$ cat config.mk
export PLATFORM = sky130hd
export DESIGN_NAME = hazard_halt_unit
export DESIGN_NICKNAME = d
export VERILOG_FILES = /design/src/rtl/hazard_halt_unit.sv
export SDC_FILE = /design/constraint.sdc
export NUM_CORES = 1
export LEC_CHECK = 0
export ABC_AREA = 1
export CAP_MARGIN = 25
export CORE_UTILIZATION = 45
export DETAILED_ROUTE_END_ITERATION = 10
export GPL_TIMING_DRIVEN = 0
export PLACE_DENSITY = 0.8
export SYNTH_ARGS = -nofsm -noshare
export SYNTH_HDL_FRONTEND = slang
export SYNTH_SLANG_ARGS = --single-unit
export TNS_END_PERCENT = 10
$ cat constraint.sdc
create_clock -name clk -period 3.95 [get_ports clk]
set_input_delay 0.79 -clock clk [delete_from_list [all_inputs] [get_ports clk]]
set_output_delay 0.79 -clock clk [all_outputs]
set_load 0.01 [all_outputs]
$ cat src/rtl/hazard_halt_unit.sv
// Pipeline hazard/halt controller: load-use stalls, redirect flushes and a
// RUN -> DRAIN -> HALTED sequence that freezes fetch and retires in-flight instructions.
module hazard_halt_unit #(
    parameter int unsigned REG_W        = 5,
    parameter int unsigned DRAIN_CYCLES = 3,
    parameter int unsigned CNT_W        = 16
) (
    input  logic             clk,
    input  logic             reset,
    input  logic             id_valid,
    input  logic             id_halt,
    input  logic [REG_W-1:0] id_rs1,
    input  logic [REG_W-1:0] id_rs2,
    input  logic             id_uses_rs2,
    input  logic             ex_mem_read,
    input  logic [REG_W-1:0] ex_rd,
    input  logic             ex_redirect,
    output logic             pc_write,
    output logic             ifid_write,
    output logic             idex_bubble,
    output logic             flush_ifid,
    output logic             halted,
    output logic [CNT_W-1:0] stall_count
);

    typedef enum logic [1:0] {StRun, StDrain, StHalted} state_e;

    localparam logic [3:0] DrainInit = 4'(DRAIN_CYCLES - 1);

    state_e           state_q, state_d;
    logic [3:0]       drain_cnt_q, drain_cnt_d;
    logic             halted_q, halted_d;
    logic [CNT_W-1:0] stall_count_q, stall_count_d;

    logic load_use;
    logic halt_go;

    assign load_use = id_valid & ex_mem_read & (ex_rd != '0) &
                      ((ex_rd == id_rs1) | (id_uses_rs2 & (ex_rd == id_rs2)));

    // A halt in ID only launches once it is neither wrong-path nor waiting on a load.
    assign halt_go = id_valid & id_halt & ~load_use & ~ex_redirect;

    always_ff @(posedge clk or negedge reset) begin
        if (!reset) begin
            state_q       <= StRun;
            drain_cnt_q   <= '0;
            halted_q      <= 1'b0;
            stall_count_q <= '0;
        end else begin
            state_q       <= state_d;
            drain_cnt_q   <= drain_cnt_d;
            halted_q      <= halted_d;
            stall_count_q <= stall_count_d;
        end
    end

    always_comb begin
        state_d       = state_q;
        drain_cnt_d   = drain_cnt_q;
        halted_d      = halted_q;
        stall_count_d = stall_count_q;
        unique case (state_q)
            StRun: begin
                if (load_use && !ex_redirect && (stall_count_q != '1)) begin
                    stall_count_d = stall_count_q + 1'b1;
                end
                if (halt_go) begin
                    state_d     = StDrain;
                    drain_cnt_d = DrainInit;
                end
            end
            StDrain: begin
                if (drain_cnt_q == '0) begin
                    state_d  = StHalted;
                    halted_d = 1'b1;
                end else begin
                    drain_cnt_d = drain_cnt_q - 1'b1;
                end
            end
            StHalted: begin
                halted_d = 1'b1;
            end
            default: begin
                state_d = StRun;
            end
        endcase
    end

    always_comb begin
        pc_write    = 1'b1;
        ifid_write  = 1'b1;
        idex_bubble = 1'b0;
        flush_ifid  = 1'b0;
        unique case (state_q)
            StRun: begin
                if (ex_redirect) begin
                    idex_bubble = 1'b1;
                    flush_ifid  = 1'b1;
                end else if (load_use) begin
                    pc_write    = 1'b0;
                    ifid_write  = 1'b0;
                    idex_bubble = 1'b1;
                end else if (halt_go) begin
                    pc_write   = 1'b0;
                    ifid_write = 1'b0;
                end
            end
            StDrain, StHalted: begin
                pc_write    = 1'b0;
                ifid_write  = 1'b0;
                idex_bubble = 1'b1;
                flush_ifid  = 1'b1;
            end
            default: begin
                pc_write = 1'b1;
            end
        endcase
    end

    assign halted      = halted_q;
    assign stall_count = stall_count_q;

endmodule
Word-level counts from Yosys, hierarchy flattened
Cells that the tools add are included.
{"block": "word_totals", "inputBits": 22, "ff_bits": 23, "out_inout_bits": 21, "word_cells": 55}
{"block": "classes", "eq_ne": 8, "addsub": 2, "n_bitwise": 11, "mux": 17, "n_reduce_logical": 13}
{"op": "16-bit by 1-bit adder with 16-bit output, second input constant", "count": 1}
{"op": "16-bit inequality test, second input constant", "count": 1}
{"op": "5-bit equality test", "count": 2}
{"op": "4-bit two-way mux", "count": 2}
{"op": "1-bit one-hot mux with 2 select lines", "count": 4}
{"op": "4-bit one-hot mux with 2 select lines", "count": 1}
{"op": "1-bit bitwise AND", "count": 7}
{"op": "1-bit two-way mux", "count": 7}
{"op": "2-bit inequality test, second input constant", "count": 3}
{"op": "2-bit one-hot mux with 3 select lines", "count": 1}
{"op": "3-bit AND reduction", "count": 2}
{"op": "5-bit nonzero test", "count": 1}
{"op": "4-bit zero test", "count": 1}
{"op": "2-bit two-way mux", "count": 2}
{"op": "2-bit AND reduction", "count": 2}
{"op": "2-bit nonzero test", "count": 2}
{"op": "4-bit by 1-bit subtractor with 4-bit output, second input constant", "count": 1}
{"op": "1-bit inverter", "count": 3}
{"op": "2-bit by 1-bit equality test with 1-bit output, second input constant", "count": 1}
{"op": "2-bit equality test, second input constant", "count": 1}
{"op": "1-bit logical AND", "count": 2}
{"op": "2-bit zero test", "count": 1}
{"op": "2-bit OR reduction", "count": 1}
{"op": "1-bit zero test", "count": 1}
{"op": "1-bit bitwise OR", "count": 1}

Longest topological paths before layout
Gate-level depths: netlist of run 1.
{"block": "logic_depth", "depth_word": 11, "depth_mapped": 13, "mapped_depth_nobuf": 13}

Worst setup path before layout of run 1
No wires, ideal clock.
{"block": "synth_path", "kind": "input to output", "start": "input id_rs2[0]", "end": "output pc_write", "arrival_time_ns": 1.968, "t_required_ns": 3.160, "cell_stages": 11, "path_buffers": 1, "slack_ns": 1.192, "cell_sequence": "inv_1 -> nand2_1 -> nand2_1 -> nor2_1 -> nand3_1 -> nand2_2 -> nand2_4 -> nand3_1 -> nand2_2 -> o21ai_0 -> buf_4"}
{"block": "synth_between", "elab_chain_len": 11}
{"element": "from (decl)", "line_no": "13", "source": "input logic [REG_W-1:0] id_rs2,"}
{"element": "5-bit equality test *", "line_no": "39", "source": "((ex_rd == id_rs1) | (id_uses_rs2 & (ex_rd == id_rs2)));"}
{"element": "1-bit bitwise AND *", "line_no": "39"}
{"element": "1-bit bitwise OR *", "line_no": "39"}
{"element": "1-bit bitwise AND *", "line_no": "38", "source": "assign load_use = id_valid & ex_mem_read & (ex_rd != '0) &"}
{"element": "1-bit inverter", "line_no": "42", "source": "assign halt_go = id_valid & id_halt & ~load_use & ~ex_redirect;"}
{"element": "1-bit bitwise AND (2 in series)", "line_no": "42"}
{"element": "1-bit two-way mux"}
{"element": "1-bit two-way mux * (2 in series)"}
{"element": "1-bit one-hot mux with 2 select lines *"}
{"element": "to (decl)", "line_no": "18", "source": "output logic pc_write,"}
Mark *: on every way between the ends. The rest lies on a longest branch, timed or not.

Worst setup path in the final report of run 1
{"block": "layout_path", "start": "input ex_rd[0]", "end": "output pc_write"}
{"block": "layout_between", "elab_chain_len": 11, "elab_cells_between_ends": 14, "classes_between": "eq/ne: 2; mux: 4; bitwise: 7; reduce/logical: 1"}
{"element": "from (decl)", "line_no": "16", "source": "input logic [REG_W-1:0] ex_rd,"}
{"element": "5-bit equality test", "line_no": "39"}
{"element": "1-bit bitwise AND", "line_no": "39"}
{"element": "1-bit bitwise OR", "line_no": "39"}
{"element": "1-bit bitwise AND *", "line_no": "38"}
{"element": "1-bit inverter", "line_no": "42"}
{"element": "1-bit bitwise AND (2 in series)", "line_no": "42"}
{"element": "1-bit two-way mux", "line_no": "104", "source": "end else if (halt_go) begin"}
{"element": "1-bit two-way mux *", "line_no": "100", "source": "end else if (load_use) begin"}
{"element": "1-bit two-way mux *", "line_no": "97", "source": "if (ex_redirect) begin"}
{"element": "1-bit one-hot mux with 2 select lines *", "line_no": "95", "source": "unique case (state_q)"}
Marked as above.

==> results of run 1 <==
==> state kept, by name, indices dropped and copies added (netlist names) <==
| register | count |
|---|---|
| stall_count | 16 |
| drain_cnt_q | 4 |
| state_q | 2 |
| halted | 1 |
==> logic make-up (layout without fill, tap and decap cells) <==
kind of cell    Yosys count  in the layout  share of synthesized area (%)
xor+xnor                 16             16                           7.98
flops                    23             23                           32.8
buf+inv                  43             90                           10.6
fa+ha+maj                 8              8                           5.70
compound gates            6              6                           2.00
simple gates            140            140                           40.9
==> layout by cell type (no fill, tap or decap), drive strengths merged <==
| cell | instances |
|---|---|
| buf | 3 |
| a31oi | 2 |
| nor4 | 2 |
| xor2 | 10 |
| nand2 | 76 |
| nand3b | 3 |
| clkbuf | 4 |
| nor2 | 21 |
| nor3 | 9 |
| o21ai | 1 |
| o21bai | 1 |
| nand4 | 4 |
| xnor2 | 6 |
| inv | 39 |
| a21oi | 2 |
| nand3 | 25 |
| clkinv | 2 |
| clkdlybuf4s50 | 42 |
| ha | 8 |
| dfrtp | 23 |
==> through the flow <==
stage / total power (W) / worst slack (ns) / utilization, %
final: 0.000966 / 0.237 / 62.4
after global routing: 0.00105 / 0.0580 / 62.4
after CTS: 0.000971 / 0.0587 / 62.3
after detailed placement: 0.000817 / 0.0771 / 61.0
after global placement: 0.000805 / 0.0893 / 60.6
after floorplan: 0.000631 / 1.19 / -
==> final cells by class <==
class                   instances  area, um^2
plain buffers                   3        31.3
repair buffers                 43         435
inverters                      40         155
multi-input cells             170         997
clock inverters                 1        5.00
well taps                      48        60.1
flip-flops and latches         23         576
fillers                       341        1390
clock buffers                   3        41.3
==> report_power, final <==
part           total, W  leakage (nW)  internal [W]  switching [W]
sequential     0.000308         0.268      0.000274      0.0000347
combinational  0.000512         0.910      0.000224       0.000289
clock          0.000145        0.0255     0.0000704      0.0000746
==> worst max-delay path by stage <==
stage / startpoint / end / slack (ns)
after global routing: ex_rd[0] / pc_write / 0.06
after detailed placement: ex_rd[0] / pc_write / 0.08
after floorplan: id_rs2[0] / pc_write / 1.19
after CTS: ex_rd[0] / pc_write / 0.06
after global placement: ex_rd[0] / pc_write / 0.09
final: ex_rd[0] / pc_write / 0.24
==> what timing repair did <==
action,in CTS,in global routing
buffers inserted,0,0
endpoints found under the setup margin,0,2
gates resized for setup,0,2
==> metal layers <==
layer,global-route usage (%),up-vias,part of all wire [%]
met4,6.11,0,0.98
met5,0,-,0
met1,26.6,714,47
met2,32.9,34,48
li1,-,829,-
met3,3.70,4,3.2
==> impl_metrics.tcl, run 1 <==
set metrics [dict create \
    setup_tns_ns 0 \
    drtPass1Iterations 4 \
    fin_crit_sh_pct 94.0 \
    rrSetupSlack_ns 2.22 \
    worstPathArrival_ns 2.92 \
    ctsHoldBuffers 0 \
    hold_depth 1 \
    synth_warnings 0 \
    grt_max_degree 15 \
    drv_cap 0 \
    cts_tree "yes" \
    fin_nets 314 \
    synth_edf_count 0 \
    drc_errors 0 \
    cp_cell_sequence "clkdlybuf4s50_1 -> inv_2 -> nand2_1 -> nand2_1 -> nor2_1 -> nand3_1 -> nand2_2 -> nand2_4 -> nand3_1 -> nand2_2 -> o21ai_2 -> buf_4 -> clkdlybuf4s50_1" \
    grt_util_all_layers_pct 20.0 \
    boundaryPins 43 \
    crit_cells 13 \
    dpl.cell_count 327 \
    fin_cells 331 \
    p_leak_nw 1.20 \
    final_max_slew_viol_count 0 \
    min_from "halted" \
    coreArea_um2 3690 \
    fin_skew_ns 0.00853 \
    die_w_um 64.5 \
    clockBufferDepth 2 \
    fp.dieH_um 64.5 \
    path_buf_inv 4 \
    area_growth_pct 31.1 \
    wl_per_cell_um 10.8 \
    slew_headroom_pct 69.4 \
    holdPathEnd "halted" \
    power_per_cell_area_nw_per_um2 420 \
    num_vias 1581 \
    max_freq_mhz 269 \
    crit_type "primary input to output port" \
    port_buffers 42 \
    start_kind "primary input" \
    synthTopCellsByArea "dfrtp_1 33%, nand2_1 14%, inv_1 6.6%" \
    drt_iter0_markers 65 \
    drt-total-wl_mm 3.57 \
    clockRootBuffer "clkbuf_8" \
    synth_cell_types 29 \
    syn_inst 236 \
    synth_common_cells "67 x nand2_1, 31 x inv_1, 23 x dfrtp_1" \
    cts-buffers-inserted 3 \
    min_period_ns 3.71 \
    worst-slew-pin-transition_ns 0.458 \
    ant_nets 0 \
    max_stage_delay_ns 0.55 \
    first_global_vias 1511 \
    syn_avg_cell_area_um2 7.44 \
    synth_nets 266 \
    crit_path_max_fanout 9 \
    synth_top_area_share_pct 32.8 \
    timing_hold_violations_final 0 \
    synth-main-ff-cell "dfrtp_1" \
    htreeDepth 1 \
    r2r_start "stall_count[0]" \
    async_reset_ff_share_pct 100 \
    vias_per_cell 4.78 \
    synth_area_leader_cell "dfrtp_1" \
    max-vdd-ir-drop_v 0.000345 \
    antennaDiodeCount 0 \
    synth_most_common_cell "nand2_1" \
    dieArea_um2 4150 \
    setup.worst_path.end_class "output port" \
    ff2ff_path_depth 11 \
    cpLargestDelayFamily "buffers and inverters" \
    rows 22 \
    hpwl_mm 2.89 \
    hold_path.class "flop to flop" \
    syn_area_um2 1760 \
    place_area_um2 2250 \
    required_ns 3.16 \
    ys_seq_area_share_pct 32.8 \
    hold_ws_ns 0.501 \
    status "complete, no violations" \
    initial_utilization_pct 47.6 \
    finalSetupViolCount 0 \
    antenna_found_initial 0 \
    gp_congestion 0.872 \
    design_area_um2 2300 \
    post_route_cells_drive_above_1_share_pct 14.5 \
    cpMaxStageDelayCell "clkdlybuf4s50_1" \
    clk_pin_slew_ns 0.07 \
    insertion_delay_ns 0.27 \
    synth-seq-cells 23 \
    cts_sinks 23 \
    timing.rr.end "stall_count[2]" \
    rsz0062_at_grt "no" \
    overflow 0 \
    grt_pass1_wl_mm 6.53 \
]
Power figures use the tool's default switching activity.
==> run 2: changes to the inputs <==
--- a/config.mk
+++ b/config.mk
@@ -6,11 +6,12 @@
 export NUM_CORES = 1
 export LEC_CHECK = 0
 export ABC_AREA = 1
+export ABC_CLOCK_PERIOD_IN_PS = 3950
 export CAP_MARGIN = 25
-export CORE_UTILIZATION = 45
+export CORE_UTILIZATION = 53
 export DETAILED_ROUTE_END_ITERATION = 10
 export GPL_TIMING_DRIVEN = 0
-export PLACE_DENSITY = 0.8
+export PLACE_DENSITY = 0.91
 export SYNTH_ARGS = -nofsm -noshare
 export SYNTH_HDL_FRONTEND = slang
 export SYNTH_SLANG_ARGS = --single-unit
==> impl_metrics.tcl, run 2 (synthesized netlist as in run 1, its figures left out) <==
set metrics [dict create \
    setup_tns_ns 0 \
    initial_utilization_pct 56.6 \
    crit_type "primary input to output port" \
    post_route_cells_drive_above_1_share_pct 14.1 \
    min_period_ns 3.76 \
    start_kind "primary input" \
    max_freq_mhz 266 \
    total_power_w 0.000931 \
    clk_pin_slew_ns 0.13 \
    power_per_cell_area_nw_per_um2 410 \
    boundaryPins 43 \
    pre_cts_ws_ns 0.104 \
    cts_tree "yes" \
    final_max_slew_viol_count 0 \
    cts_resized 0 \
    register_area_um2 576 \
    ant_nets 0 \
    antenna_found_initial 0 \
    hold_path.class "flop to flop" \
    rrSetupSlack_ns 2.18 \
    timing_hold_violations_final 0 \
    rows 20 \
    setup.worst_path.end_class "output port" \
    worstPathArrival_ns 2.97 \
    grt_util_all_layers_pct 23.9 \
    drc_errors 0 \
    finalSetupViolCount 0 \
    clockBufferDepth 2 \
    overflow 0 \
    gp_congestion 0.884 \
    p_leak_nw 1.19 \
    hpwl_mm 3.05 \
    rsz0062_at_grt "no" \
    crit_path_max_fanout 9 \
    fp.dieH_um 59.6 \
    required_ns 3.16 \
    grt_pass1_wl_mm 6.49 \
    num_vias 1633 \
    max-vdd-ir-drop_v 0.000390 \
    status "complete, no violations" \
    slew_headroom_pct 68.7 \
    htreeDepth 1 \
    fin_nets 314 \
    fin_skew_ns 0.00461 \
    coreArea_um2 3100 \
    multi_input_area_um2 993 \
    drt_iter0_markers 55 \
    first_global_vias 1529 \
    worst-slew-pin-transition_ns 0.469 \
    port_buffers 42 \
    wl_per_cell_um 11.6 \
    final_common_cell "nand2_1" \
    final.fill_count 251 \
    antennaDiodeCount 0 \
    dieArea_um2 3550 \
    postCtsSetupBuffers 0 \
    drtPass1Iterations 4 \
    drt-total-wl_mm 3.79 \
    fin_ws_ns 0.191 \
    final_cell_mix "67 x nand2_1, 42 x clkdlybuf4s50_1, 31 x inv_1, 23 x dfrtp_1, 19 x nor2_1" \
    grt_max_degree 24 \
    die_w_um 59.6 \
    ctsHoldBuffers 0 \
    fin_crit_sh_pct 95.2 \
    cts-buffers-inserted 3 \
    area_growth_pct 29.5 \
    drv_cap 0 \
    cts_sinks 23 \
    insertion_delay_ns 0.32 \
    largest_reg_flops 16 \
    clockRootBuffer "clkbuf_4" \
    vias_per_cell 4.99 \
]
-- run 2: worst paths after layout --
kind	start	end	depth (start not counted)
worst min register to register	drain_cnt_q[1]	drain_cnt_q[1]	2
worst min-delay path	drain_cnt_q[1]	drain_cnt_q[1]	2
worst max register to register	stall_count[0]	stall_count[2]	11
max in group asynchronous	reset	drain_cnt_q[2]	2
worst max-delay path	ex_rd[4]	pc_write	13
min in group asynchronous	reset	stall_count[15]	1
-- run 2: routing by layer --
layer	track usage [%]	routed length [um]
met4	2.66	18
met2	43.2	1940
met1	29.7	1660
met5	0	0
met3	5.68	168
-- run 2: area by class of cell --
cell class / instances / area share, %
multi-input cells: 170 / 43.7
flip-flops and latches: 23 / 25.3
repair buffers: 43 / 19.2
inverters: 40 / 6.82
well taps: 44 / 2.42
plain buffers: 3 / 1.38
clock buffers: 3 / 0.991
clock inverters: 1 / 0.220
-- run 2: critical path, cell delays in order --
cell,delay [ns]
clkdlybuf4s50_1,0.51
inv_2,0.06
nand2_1,0.05
nand2_1,0.05
nor2_1,0.13
nand3_1,0.10
nand2_2,0.08
nand2_4,0.08
nand3_1,0.09
nand2_2,0.13
o21ai_1,0.25
buf_4,0.14
clkdlybuf4s50_1,0.52
-- run 2: power by group --
group | leakage [nW] | switching [W] | internal (W) | total (W)
logic | 0.909 | 0.000287 | 0.000222 | 0.000508
registers | 0.268 | 0.0000371 | 0.000273 | 0.000310
clock network | 0.0177 | 0.0000742 | 0.0000380 | 0.000112
total | 1.19 | 0.000398 | 0.000533 | 0.000931
-- run 2: metrics by stage --
| stage | instance area (um^2) | utilization (%) | hold slack, ns | cells |
|---|---|---|---|---|
| 2_1_floorplan | 1760 | - | 0.464 | 236 |
| 3_3_place_gp | 2230 | 71.9 | 0.476 | 322 |
| 3_5_place_dp | 2230 | 71.9 | 0.484 | 322 |
| 4_1_cts | 2260 | 72.8 | 0.531 | 326 |
| 5_1_grt | 2270 | 73.3 | 0.552 | 327 |
| 6_report | 2270 | 73.3 | 0.530 | 327 |
